**src/rtl/pc_sequencer.sv**
```systemverilog
// Registered program-counter sequencer: opcode-driven next-PC selection, vector
// fetch on reset/interrupt, stall hold, RET stack wait and illegal-opcode flag.
module pc_sequencer #(
    parameter int unsigned ADDR_W    = 8,
    parameter int unsigned NUM_FLAGS = 4,
    parameter int unsigned RST_VEC   = 0,
    parameter int unsigned INT_VEC   = 1
) (
    input  logic                 clk,
    input  logic                 rst_n,
    input  logic                 instr_valid,
    input  logic [7:0]           opcode,
    input  logic [NUM_FLAGS-1:0] ccr,
    input  logic                 stall,
    input  logic                 irq,
    input  logic [ADDR_W-1:0]    rb_data,
    input  logic [ADDR_W-1:0]    stack_data,
    input  logic                 stack_valid,
    input  logic [ADDR_W-1:0]    vec_rdata,
    output logic [ADDR_W-1:0]    pc,
    output logic                 vec_req,
    output logic [ADDR_W-1:0]    vec_addr,
    output logic                 flush,
    output logic                 int_ack,
    output logic [ADDR_W-1:0]    int_ret_pc,
    output logic                 illegal
);

    localparam logic [1:0] VEC_REQ  = 2'd0;
    localparam logic [1:0] VEC_LOAD = 2'd1;
    localparam logic [1:0] RUN      = 2'd2;
    localparam logic [1:0] RET_WAIT = 2'd3;

    localparam logic SEL_RST = 1'b0;
    localparam logic SEL_INT = 1'b1;

    logic [1:0]        state, state_nxt;
    logic              vec_sel, vec_sel_nxt;
    logic              int_pend, int_pend_nxt;
    logic [ADDR_W-1:0] pc_nxt, int_ret_pc_nxt, vec_addr_nxt;
    logic              vec_req_nxt, flush_nxt, int_ack_nxt, illegal_nxt;

    // Opcode decode results for the instruction presented this cycle
    logic [ADDR_W-1:0] dec_target;
    logic              dec_redirect;
    logic              dec_wait;
    logic              dec_bad;
    logic              int_want;

    assign int_want = int_pend | irq;

    // Next-PC decode from the opcode class
    always_comb begin
        dec_target   = pc + ADDR_W'(1);
        dec_redirect = 1'b0;
        dec_wait     = 1'b0;
        dec_bad      = 1'b0;
        case (opcode[7:4])
            4'h9: begin
                if (ccr[opcode[3:2]]) begin
                    dec_target   = rb_data;
                    dec_redirect = 1'b1;
                end
            end
            4'hA: begin
                if (!ccr[0]) begin
                    dec_target   = rb_data;
                    dec_redirect = 1'b1;
                end
            end
            4'hB: begin
                if (!opcode[3]) begin
                    dec_target   = rb_data;
                    dec_redirect = 1'b1;
                end else if (stack_valid) begin
                    dec_target   = stack_data;
                    dec_redirect = 1'b1;
                end else begin
                    dec_wait = 1'b1;
                end
            end
            4'hC: begin
                if (opcode[3:2] != 2'd3) dec_target = pc + ADDR_W'(2);
                else                     dec_bad    = 1'b1;
            end
            4'hF:    dec_bad = 1'b1;
            default: ;
        endcase
    end

    // Next-state and registered-output logic
    always_comb begin
        state_nxt      = state;
        vec_sel_nxt    = vec_sel;
        int_pend_nxt   = int_pend | irq;
        pc_nxt         = pc;
        int_ret_pc_nxt = int_ret_pc;
        vec_addr_nxt   = vec_addr;
        vec_req_nxt    = 1'b0;
        flush_nxt      = 1'b0;
        int_ack_nxt    = 1'b0;
        illegal_nxt    = 1'b0;
        case (state)
            VEC_REQ: begin
                vec_req_nxt  = 1'b1;
                vec_addr_nxt = (vec_sel == SEL_INT) ? ADDR_W'(INT_VEC) : ADDR_W'(RST_VEC);
                state_nxt    = VEC_LOAD;
            end
            VEC_LOAD: begin
                pc_nxt      = vec_rdata;
                flush_nxt   = 1'b1;
                int_ack_nxt = (vec_sel == SEL_INT);
                state_nxt   = RUN;
            end
            RUN: begin
                if (instr_valid && !stall) begin
                    if (dec_wait) begin
                        state_nxt = RET_WAIT;
                    end else begin
                        illegal_nxt = dec_bad;
                        // An interrupt take suppresses the branch flush; VEC_LOAD flushes instead
                        if (int_want) begin
                            int_ret_pc_nxt = dec_target;
                            vec_sel_nxt    = SEL_INT;
                            int_pend_nxt   = 1'b0;
                            state_nxt      = VEC_REQ;
                        end else begin
                            pc_nxt    = dec_target;
                            flush_nxt = dec_redirect;
                        end
                    end
                end
            end
            RET_WAIT: begin
                if (stack_valid) begin
                    if (int_want) begin
                        int_ret_pc_nxt = stack_data;
                        vec_sel_nxt    = SEL_INT;
                        int_pend_nxt   = 1'b0;
                        state_nxt      = VEC_REQ;
                    end else begin
                        pc_nxt    = stack_data;
                        flush_nxt = 1'b1;
                        state_nxt = RUN;
                    end
                end
            end
            default: state_nxt = VEC_REQ;
        endcase
    end

    always_ff @(posedge clk or negedge rst_n) begin
        if (!rst_n) begin
            state      <= VEC_REQ;
            vec_sel    <= SEL_RST;
            int_pend   <= 1'b0;
            pc         <= '0;
            int_ret_pc <= '0;
            vec_addr   <= '0;
            vec_req    <= 1'b0;
            flush      <= 1'b0;
            int_ack    <= 1'b0;
            illegal    <= 1'b0;
        end else begin
            state      <= state_nxt;
            vec_sel    <= vec_sel_nxt;
            int_pend   <= int_pend_nxt;
            pc         <= pc_nxt;
            int_ret_pc <= int_ret_pc_nxt;
            vec_addr   <= vec_addr_nxt;
            vec_req    <= vec_req_nxt;
            flush      <= flush_nxt;
            int_ack    <= int_ack_nxt;
            illegal    <= illegal_nxt;
        end
    end

endmodule
```
**config.mk**
```make
export PLATFORM = sky130hd
export DESIGN_NAME = pc_sequencer
export DESIGN_NICKNAME = d
export VERILOG_FILES = /design/src/rtl/pc_sequencer.sv
export SDC_FILE = /design/constraint.sdc
export NUM_CORES = 1
export LEC_CHECK = 0
export BUFFER_PORTS_ARGS = -buffer_cell sky130_fd_sc_hd__buf_4
export CAP_MARGIN = 10
export CORE_UTILIZATION = 40
export CTS_CLUSTER_SIZE = 24
export DETAILED_ROUTE_END_ITERATION = 10
export PLACE_DENSITY = 0.75
export SLEW_MARGIN = 20
export SYNTH_ARGS = -nofsm -noshare
export SYNTH_HDL_FRONTEND = slang
export SYNTH_SLANG_ARGS = --single-unit
```
**constraint.sdc**
```tcl
create_clock -name clk -period 2.5 [get_ports clk]
set_input_delay 0.5 -clock clk [delete_from_list [all_inputs] [get_ports clk]]
set_output_delay 0.5 -clock clk [all_outputs]
set_load 0.005 [all_outputs]
```
Word-level counts from Yosys, hierarchy flattened --
Cells that the tools add are included.
Storage, ports and cells: flip-flop bits (word level) 32, bits in latches 0, RAM bits 0, ROM bits 0, bits of input ports 42, output and inout bits 28, word-level logic and storage cells 97, memories 0
Cells by class: add/subtract/negate cells 2, $mul 0, div/mod/pow operators 0, $lt $le $gt $ge 1, eq/ne operators 17, shift-type cells 0, multiplexer cells 57, bitwise operators 1, reductions and logical operators 9
Operators by type and width (count):
- 8-bit 2-to-1 mux | 15
- 8-bit one-hot mux with 4 select lines | 1
- 1-bit 2-to-1 mux | 27
- 8-bit one-hot mux with 3 select lines | 1
- 4-bit equality test (second input constant) | 5
- 2-bit inequality test (second input constant) | 8
- 8-bit one-hot mux with 2 select lines | 1
- 6-bit AND reduction | 2
- 2-bit 2-to-1 mux | 5
- 8-bit by 1-bit adder with 8-bit output (second input constant) | 1
- 8-bit by 2-bit adder with 8-bit output (second input constant) | 1
- 2-bit one-hot mux with 4 select lines | 1
- 1-bit one-hot mux with 2 select lines | 3
- 1-bit one-hot mux with 3 select lines | 2
- 2-bit equality test (second input constant) | 2
- 4-bit AND reduction | 1
- 2-bit by 3-bit less-than comparator with 1-bit output (second input constant) | 1
- 3-bit inequality test (second input constant) | 1
- 3-bit AND reduction | 1
- 3-bit nonzero test | 1
- 1-bit binary-select mux with 2-bit select | 1
- 2-bit by 1-bit equality test with 1-bit output (second input constant) | 1
- 2-bit zero test | 1
- 2-bit nonzero test | 1
- other kinds (3) | 3

Logic depth before layout (Yosys ltp) --
Gate-level depths: netlist of run 1.
depth after elaboration 8, depth in mapped cells 8, gate-level depth less buffers 7

Worst setup path after synthesis of run 1 --
No wires, ideal clock.
path type input to register, from input opcode[5], to register int_ret_pc[1], library setup time 139 ps, data arrival time 2029 ps, required time 2361 ps, path slack 332 ps, cell stages on the path 7, cell sequence clkbuf_1 -> or4bb_1 -> o22ai_1 -> o21ai_0 -> a211o_1 -> a2bb2oi_1 -> o221ai_2
On the way: cells in the longest elaborated chain, start to end 6
RTL lines:
- from (decl) | line 12 | input logic [7:0] opcode,
- 4-bit equality test | line 58 | case (opcode[7:4])
- 8-bit one-hot mux with 4 select lines | line 58
- 8-bit 2-to-1 mux | line 122 | if (int_want) begin
- 8-bit 2-to-1 mux | line 117 | if (dec_wait) begin
- 8-bit 2-to-1 mux | line 116 | if (instr_valid && !stall) begin
- 8-bit one-hot mux with 2 select lines | line 103 | case (state)
- to (signal assigned) | line 169 | int_ret_pc <= int_ret_pc_nxt;
- to (decl) | line 25 | output logic [ADDR_W-1:0] int_ret_pc,
Several ways; a longest one is shown, not always the timed one. The select of a mux whose other input is x is not followed. A chain may end at the register's enable or synchronous reset.

Worst setup path in the final report of run 1 --
from register pc[1], to register int_ret_pc[4]
On the way: cells in the longest elaborated chain, start to end 8
RTL lines:
- from (decl) | line 20 | output logic [ADDR_W-1:0] pc,
- from (signal assigned) | line 168 | pc <= pc_nxt;
- 8-bit by 1-bit adder with 8-bit output | line 54 | dec_target = pc + ADDR_W'(1);
- 8-bit 2-to-1 mux | line 75 | end else if (stack_valid) begin
- 8-bit 2-to-1 mux | line 72 | if (!opcode[3]) begin
- 8-bit one-hot mux with 4 select lines * | line 58
- 8-bit 2-to-1 mux * | line 122
- 8-bit 2-to-1 mux * | line 117
- 8-bit 2-to-1 mux * | line 116
- 8-bit one-hot mux with 2 select lines * | line 103
Every way passes the cells marked *; elsewhere a longest branch is shown, timed or not. The select of a mux whose other input is x is not followed.

==> results of run 1 <==
[power by group through the flow]
stage                     Clock [W]  Sequential (W)  Combinational (W)
after detailed placement          0        0.000747            0.00122
final                      0.000241        0.000744            0.00123
after global routing       0.000264        0.000766            0.00137
after CTS                  0.000247        0.000739            0.00123
after floorplan                   0        0.000686           0.000830
after global placement            0        0.000745            0.00120
[final timing paths]
check | from | end | slack (ps) | depth (start not counted)
setup / recovery | pc[1] | int_ret_pc[4] | 340 | 7
hold / removal | rst_n | vec_req | 120 | 1
setup reg to reg | pc[1] | int_ret_pc[4] | 340 | 7
hold reg to reg | int_ret_pc[3] | int_ret_pc[3] | 500 | 2
max in group asynchronous | rst_n | int_ret_pc[3] | 2130 | 1
min in group clk | int_ret_pc[3] | int_ret_pc[3] | 500 | 2
[cells by family (layout without fill, tap and decap cells)]
family,after synthesis,count (layout)
simple gates,88,88
buf+inv,30,80
compound gates,86,86
other cells,1,7
xor+xnor,11,11
fa+ha+maj,2,2
mux,6,6
flops,25,25
[cell type report]
| cell class | instances | area share (%) |
|---|---|---|
| multi-input combinational | 200 | 49.3 |
| sequential | 25 | 24.3 |
| timing repair buffer | 70 | 20.4 |
| tap | 67 | 3.26 |
| clock buffer | 4 | 1.75 |
| inverter | 6 | 0.876 |
[metrics by stage]
stage	setup slack (ps)	hold WS, ps	instance area [um^2]	std cells
detailed placement	210	423	2520	368
global route	163	135	2570	372
floorplan	332	204	2050	255
CTS	387	127	2570	372
global placement	209	419	2520	368
finish	338	119	2570	372
[critical path: stages, from the launching register on]
cell      delay [ps]
dfrtp_1          470
ha_1             260
nand3_1          130
xor2_1           210
a211oi_1         100
a21o_1           160
a211oi_1         450
o221ai_1         220
[per-layer routing]
metal | track usage (%) | vias to the layer above
met3 | 2.74 | 7
met1 | 33.4 | 984
met4 | 5.66 | 0
li1 | - | 1023
met5 | 0 | -
met2 | 34.9 | 96
[synthesized netlist by cell type (all sizes together), types with 2 or more instances]
library cell / n / area share, %
or2: 3 / 0.92
nand3: 12 / 3.0
dfrtp: 25 / 31
and3: 3 / 0.92
buf: 15 / 5.1
a21oi: 20 / 5.1
a2bb2oi: 2 / 0.86
xnor2: 5 / 2.2
nor2: 18 / 3.3
a211oi: 8 / 3.0
mux2i: 4 / 2.0
inv: 6 / 1.1
nand4: 2 / 0.62
ha: 2 / 1.2
a22oi: 7 / 2.6
nand2b: 4 / 1.2
o21ai: 16 / 3.9
xor2: 6 / 2.6
a21o: 2 / 0.74
nand2: 36 / 7.0
clkbuf: 9 / 1.7
o2111ai: 2 / 1.2
o221ai: 14 / 7.3
o22ai: 5 / 1.5
[placed cells by master (no fill, tap or decap), types with 2 or more instances in the layout]
master     netlist  layout
o22ai_1          5       5
nand2_1         35      35
xnor2_1          5       5
o221ai_1        10      10
clkbuf_8         0       3
dfrtp_1         25      25
and3_1           3       3
ha_1             2       2
a21o_1           2       2
nand3_1         12      12
a22oi_1          7       7
buf_4            7      70
o221ai_2         4       4
nand2b_1         4       4
o21ai_0         15      15
nand4_1          2       2
a211oi_1         8       8
mux2i_1          4       4
conb_1           1       7
xor2_1           6       6
nor2_1          18      18
a2bb2oi_1        2       2
a21oi_1         19      19
inv_1            6       6
[sequential cells by signal, indices dropped and copies added, names as in the netlist]
| register | cells |
|---|---|
| int_ret_pc | 8 |
| vec_req | 1 |
| vec_addr | 1 |
| int_pend | 1 |
| vec_sel | 1 |
| pc | 8 |
| flush | 1 |
| state | 2 |
| illegal | 1 |
| int_ack | 1 |
==> out/metrics.cfg, run 1 <==
[critical_path]
worst_setup_path_end_kind = flip-flop
critical_path_arrival_ps = 2280
crit_type = flip-flop to flip-flop
crit_path_start_kind = flip-flop
worst-path-max-fanout = 6
required_ps = 2620

[sta]
max_freq_mhz = 463
setup_viol = 0
skew_ps = 1.23
fin_crit_ps = 2160
timing.slew.headroom_pct = 61.7
final-max-slew-violation-count = 0
tightest_slew_ps = 571
rsz0062_at_grt = no
setup_tns_ps = 0
finalHoldViolCount = 0
finalCritPeriodShare_pct = 86.5

[detailed_routing]
ant_nets = 0
top_layer = met4
wl_met3_um = 551
drc = 0
avgViaCountPerCell = 5.67
drt_iter0_drc = 222
drt_wl_total_mm = 5.63
post_drt_wl_per_cell_um = 15.1
wl_met1_mm = 2.44
route.vias.total = 2110
met2_length_mm = 2.58
dr.pass1.iters = 4

[synthesis]
synth_compound_area_share_pct = 30.3
synth_fa_ha_area_share_pct = 1.23
ys_warn_count = 0
ys_seq_area_share_pct = 30.8
yosys.area_share.simple_pct = 21.2
synth-seq-cells = 25
yosysUniqueCellTypes = 57
synth_flop_cell = dfrtp_1
synth.mux.area_fraction_pct = 3.64
syn_area_per_cell_um2 = 8.16
synthesis.area_um2 = 2030
synth-xor-area-share_pct = 4.74
postSynthCellCount = 249
async_reset_ff_share_pct = 100
synth-edff-count = 0
synth_top_family_by_area = compound AO/OA/AOI/OAI gates

[die]
fp-row-count = 25
die_x_um = 73.3
die-area_um2 = 5370
die_y_um = 73.3
start_util_pct = 42.2
fp.coreArea_um2 = 4820
io_pins = 70

[layout]
drive_above_1_share_pct = 28.5
multi_input_area_um2 = 1270
n_fill_cell = 463
diodes = 0
final_util_pct = 53.4
fin_nets = 350
seq_area_um2 = 626
syn_to_final_growth_pct = 26.6

[global_route]
grt_antenna_before_repair = 0
grt_pass1_vias = 1869
grt_pass1_wl_mm = 9.38
grt_max_degree = 26
gr-usage-all-layers_pct = 22.6
grt_overflow = 0

[clock_tree]
clock_sinks = 25
cts_buffers = 3
htreeDepth = 1
clk_pin_slew_ps = 80
cts_buffer_depth = 2
ctsHoldBuffers = 0
cts_tree = yes
cts_resized = 0
post-cts-setup-buffer-count = 0
clock-root-buffer = clkbuf_8
clk-insertion-delay-late_ps = 270

[power_and_ir_drop]
p_int_w = 0.00127
ir_drop_mv = 0.560
p_comb_share_pct = 55.5
power_density_nw_per_um2 = 862
switching_power_w = 0.000942
pwr-share-seq_pct = 33.6
swShare_pct = 42.5
p_leak_nw = 1.11
finalPower_w = 0.00221
clkPwrFrac_pct = 10.9

[hold_path]
hp-class = input port to asynchronous set/reset pin

[placement]
place_congestion = 0.938
hpwl_mm = 4.35
portBuffers = 60

[run]
drv_cap = 0

[run_status]
status = completed

Note: power is estimated with default switching activity, not from simulation.
==> run 2, diff against run 1 <==
--- a/config.mk
+++ b/config.mk
@@ -5,6 +5,7 @@
 export SDC_FILE = /design/constraint.sdc
 export NUM_CORES = 1
 export LEC_CHECK = 0
+export ABC_AREA = 0
 export BUFFER_PORTS_ARGS = -buffer_cell sky130_fd_sc_hd__buf_4
 export CAP_MARGIN = 10
 export CORE_UTILIZATION = 40
==> constraint.sdc (replaced) <==
create_clock -name clk -period 2.5 [get_ports clk]
set_input_delay 0.125 -clock clk [delete_from_list [all_inputs] [get_ports clk]]
set_output_delay 0.125 -clock clk [all_outputs]
set_load 0.005 [all_outputs]
==> run 2 against run 1 <==
  * First-iteration DRC count down 21%
  * Final cell count shrank 1.1%
  * Wire length increased by 1.4%
  * Critical endpoint is now pc[6]
  * Critical path depth stayed put
  * Sequential power decreased by 0.5%
  * Sequential cell count did not move
  * Die area unchanged
  * Combinational power hardly changed
  * Worst setup slack got worse by 59 ps
==> out/metrics.cfg, run 2 (synthesis gave the netlist of run 1 again) <==
[global_route]
grt_overflow = 0  ; unchanged
gr-usage-all-layers_pct = 22.6  ; about the same
grt_pass1_vias = 1926  ; was 1,869
grt_max_degree = 26  ; unchanged
grt_antenna_before_repair = 0  ; unchanged
grt_pass1_wl_mm = 9.36  ; was 9.38 mm

[sta]
rsz0062_at_grt = no  ; unchanged
finalHoldViolCount = 0  ; unchanged
finalCritPeriodShare_pct = 88.8  ; was 86.5%
fin_crit_ps = 2220  ; was 2160 ps
final-max-slew-violation-count = 0  ; unchanged
setup_viol = 0  ; unchanged
timing.slew.headroom_pct = 61.7  ; about the same
hold_slack_ps = 163  ; was 119 ps
tightest_slew_ps = 571  ; about the same
max_freq_mhz = 450  ; was 463 MHz
skew_ps = 1.66  ; was 1.23 ps
setup_tns_ps = 0  ; unchanged

[layout]
diodes = 0  ; unchanged
fin_cells = 368  ; was 372
fin_nets = 346  ; was 350
final_cell_mix = buf_4, nand2_1, dfrtp_1  ; unchanged
n_fill_cell = 482  ; was 463
syn_to_final_growth_pct = 25.3  ; was 26.6%
drive_above_1_share_pct = 27.6  ; was 28.5%
reg_top3 = int_ret_pc (8), pc (8), state (2)  ; unchanged
final_common_cell = buf_4  ; unchanged

[clock_tree]
htreeDepth = 1  ; unchanged
clk-insertion-delay-late_ps = 270  ; about the same
cts_buffers = 3  ; unchanged
cts_buffer_depth = 2  ; unchanged
clock_sinks = 25  ; unchanged
cts_tree = yes  ; unchanged
clk_pin_slew_ps = 90  ; was 80 ps
clock-root-buffer = clkbuf_8  ; unchanged

[power_and_ir_drop]
pwr-share-seq_pct = 33.9  ; was 33.6%
p_int_w = 0.00124  ; was 0.00127 W
clkPwrFrac_pct = 11.0  ; was 10.9%
ir_drop_mv = 0.727  ; was 0.560 mV
finalPower_w = 0.00218  ; was 0.00221 W
switching_power_w = 0.000942  ; about the same
p_comb_share_pct = 55.2  ; was 55.5%
p_leak_nw = 1.09  ; was 1.11 nW
swShare_pct = 43.1  ; was 42.5%
power_density_nw_per_um2 = 859  ; was 862 nW/um^2

[critical_path]
worst-path-max-fanout = 6  ; unchanged
crit_family = compound AO/OA/AOI/OAI gates  ; unchanged
crit_slowest_cell = a211oi_1  ; was dfrtp_1
required_ps = 2630  ; was 2620 ps
crit_path_start_kind = flip-flop  ; unchanged
crit_type = flip-flop to flip-flop  ; unchanged
critical_path_arrival_ps = 2350  ; was 2280 ps
worstReg2RegStart = pc[1]  ; unchanged
worstSetupStartpoint = pc[1]  ; unchanged
crit_chain = ha_1 -> nand3_1 -> a211oi_1 -> xnor2_1 -> o21ai_0 -> a211oi_1 -> o221ai_1  ; was ha_1 -> nand3_1 -> xor2_1 -> a211oi_1 -> a21o_1 -> a211oi_1 -> o221ai_1
critical-path-max-stage-delay_ps = 490  ; was 470 ps
critPathBufInv = 0  ; unchanged
path_common_cell = a211oi_1  ; unchanged
worst_setup_path_end_kind = flip-flop  ; unchanged

[die]
die_x_um = 73.3  ; unchanged
io_pins = 70  ; unchanged
fp-row-count = 25  ; unchanged
die_y_um = 73.3  ; unchanged
start_util_pct = 42.2  ; unchanged
die-area_um2 = 5370  ; unchanged
fp.coreArea_um2 = 4820  ; unchanged

[placement]
placed_cells = 363  ; was 368
hpwl_mm = 4.32  ; was 4.35 mm
portBuffers = 60  ; unchanged
place_congestion = 0.918  ; was 0.938

[hold_path]
hp-start = irq
hp-class = input port to flip-flop  ; was input port to asynchronous set/reset pin

[run_status]
status = completed  ; unchanged

[detailed_routing]
drt_iter0_drc = 176  ; was 222
dr.pass1.iters = 5  ; was 4
drc = 0  ; unchanged
post_drt_wl_per_cell_um = 15.5  ; was 15.1 um
drt_wl_total_mm = 5.71  ; was 5.63 mm
avgViaCountPerCell = 5.73  ; was 5.67
ant_nets = 0  ; unchanged
route.vias.total = 2110  ; unchanged

[run]
drv_cap = 0  ; unchanged

[run 2: cell count changes in the layout (fill, tap and decap cells not counted), sizes merged]
| cell | before | now |
|---|---|---|
| buf | 70 | 65 |
| clkinv | 0 | 1 |
| dlygate4sd3 | 0 | 1 |
| clkbuf | 4 | 3 |
[run 2: path summary, 6_finish.rpt]
kind | end | slack (ps) | cells after the start
worst max-delay path | pc[6] | 280 | 7
worst min-delay path | state[1] | 160 | 3
worst max register to register | pc[6] | 280 | 7
worst min register to register | vec_sel | 490 | 1
max in group asynchronous | int_ret_pc[3] | 1970 | 2
min in group asynchronous | vec_addr[0] | 290 | 2
[run 2: area by class of cell]
type | instances | area [um^2] | share of cell area, %
clock inverters | 1 | 5.00 | 0.197
multi-input cells | 200 | 1270 | 49.8
inverters | 6 | 22.5 | 0.885
flip-flops and latches | 25 | 626 | 24.6
well taps | 67 | 83.8 | 3.30
repair buffers | 66 | 498 | 19.6
clock buffers | 3 | 41.3 | 1.62
[run 2: routing by layer]
layer / global-route usage, % / part of all wire (%) / up-vias
met3: 2.33 / 6.8 / 8
met2: 35.6 / 46 / 91
li1: - / - / 1011
met1: 32.8 / 46 / 1000
met4: 6.32 / 0.96 / 0
met5: 0 / 0 / -
[run 2: worst register-to-register path, delay by kind of cell, from the launching register on]
| family | cells | cell delay (ps) |
|---|---|---|
| AO/OA/AOI/OAI | 4 | 1090 |
| adder cells (fa/ha/maj) | 1 | 260 |
| XOR/XNOR | 1 | 180 |
| AND/OR/NAND/NOR | 1 | 110 |
| flip-flops | 1 | 450 |
[run 2: what timing repair did]
action / CTS / global route
resized for setup: 0 / 0
hold endpoints to repair: 25 / 0
hold buffers: 1 / 0
buffers inserted: 0 / 0
[run 2: power by group through the flow]
stage | logic, W | registers, W | clock network, W
after detailed placement | 0.00118 | 0.000741 | 0
after global placement | 0.00116 | 0.000742 | 0
after global routing | 0.00133 | 0.000766 | 0.000268
after CTS | 0.00120 | 0.000735 | 0.000245
after floorplan | 0.000830 | 0.000686 | 0
final | 0.00120 | 0.000740 | 0.000239
[run 2: metrics by stage]
stage               utilization (%)  setup slack (ps)  instance area (um^2)
floorplan                         -               632                  2050
global placement               51.6               471                  2490
detailed placement             51.6               370                  2490
CTS                            52.8               304                  2540
global route                   52.8              53.1                  2540
finish                         52.8               279                  2540
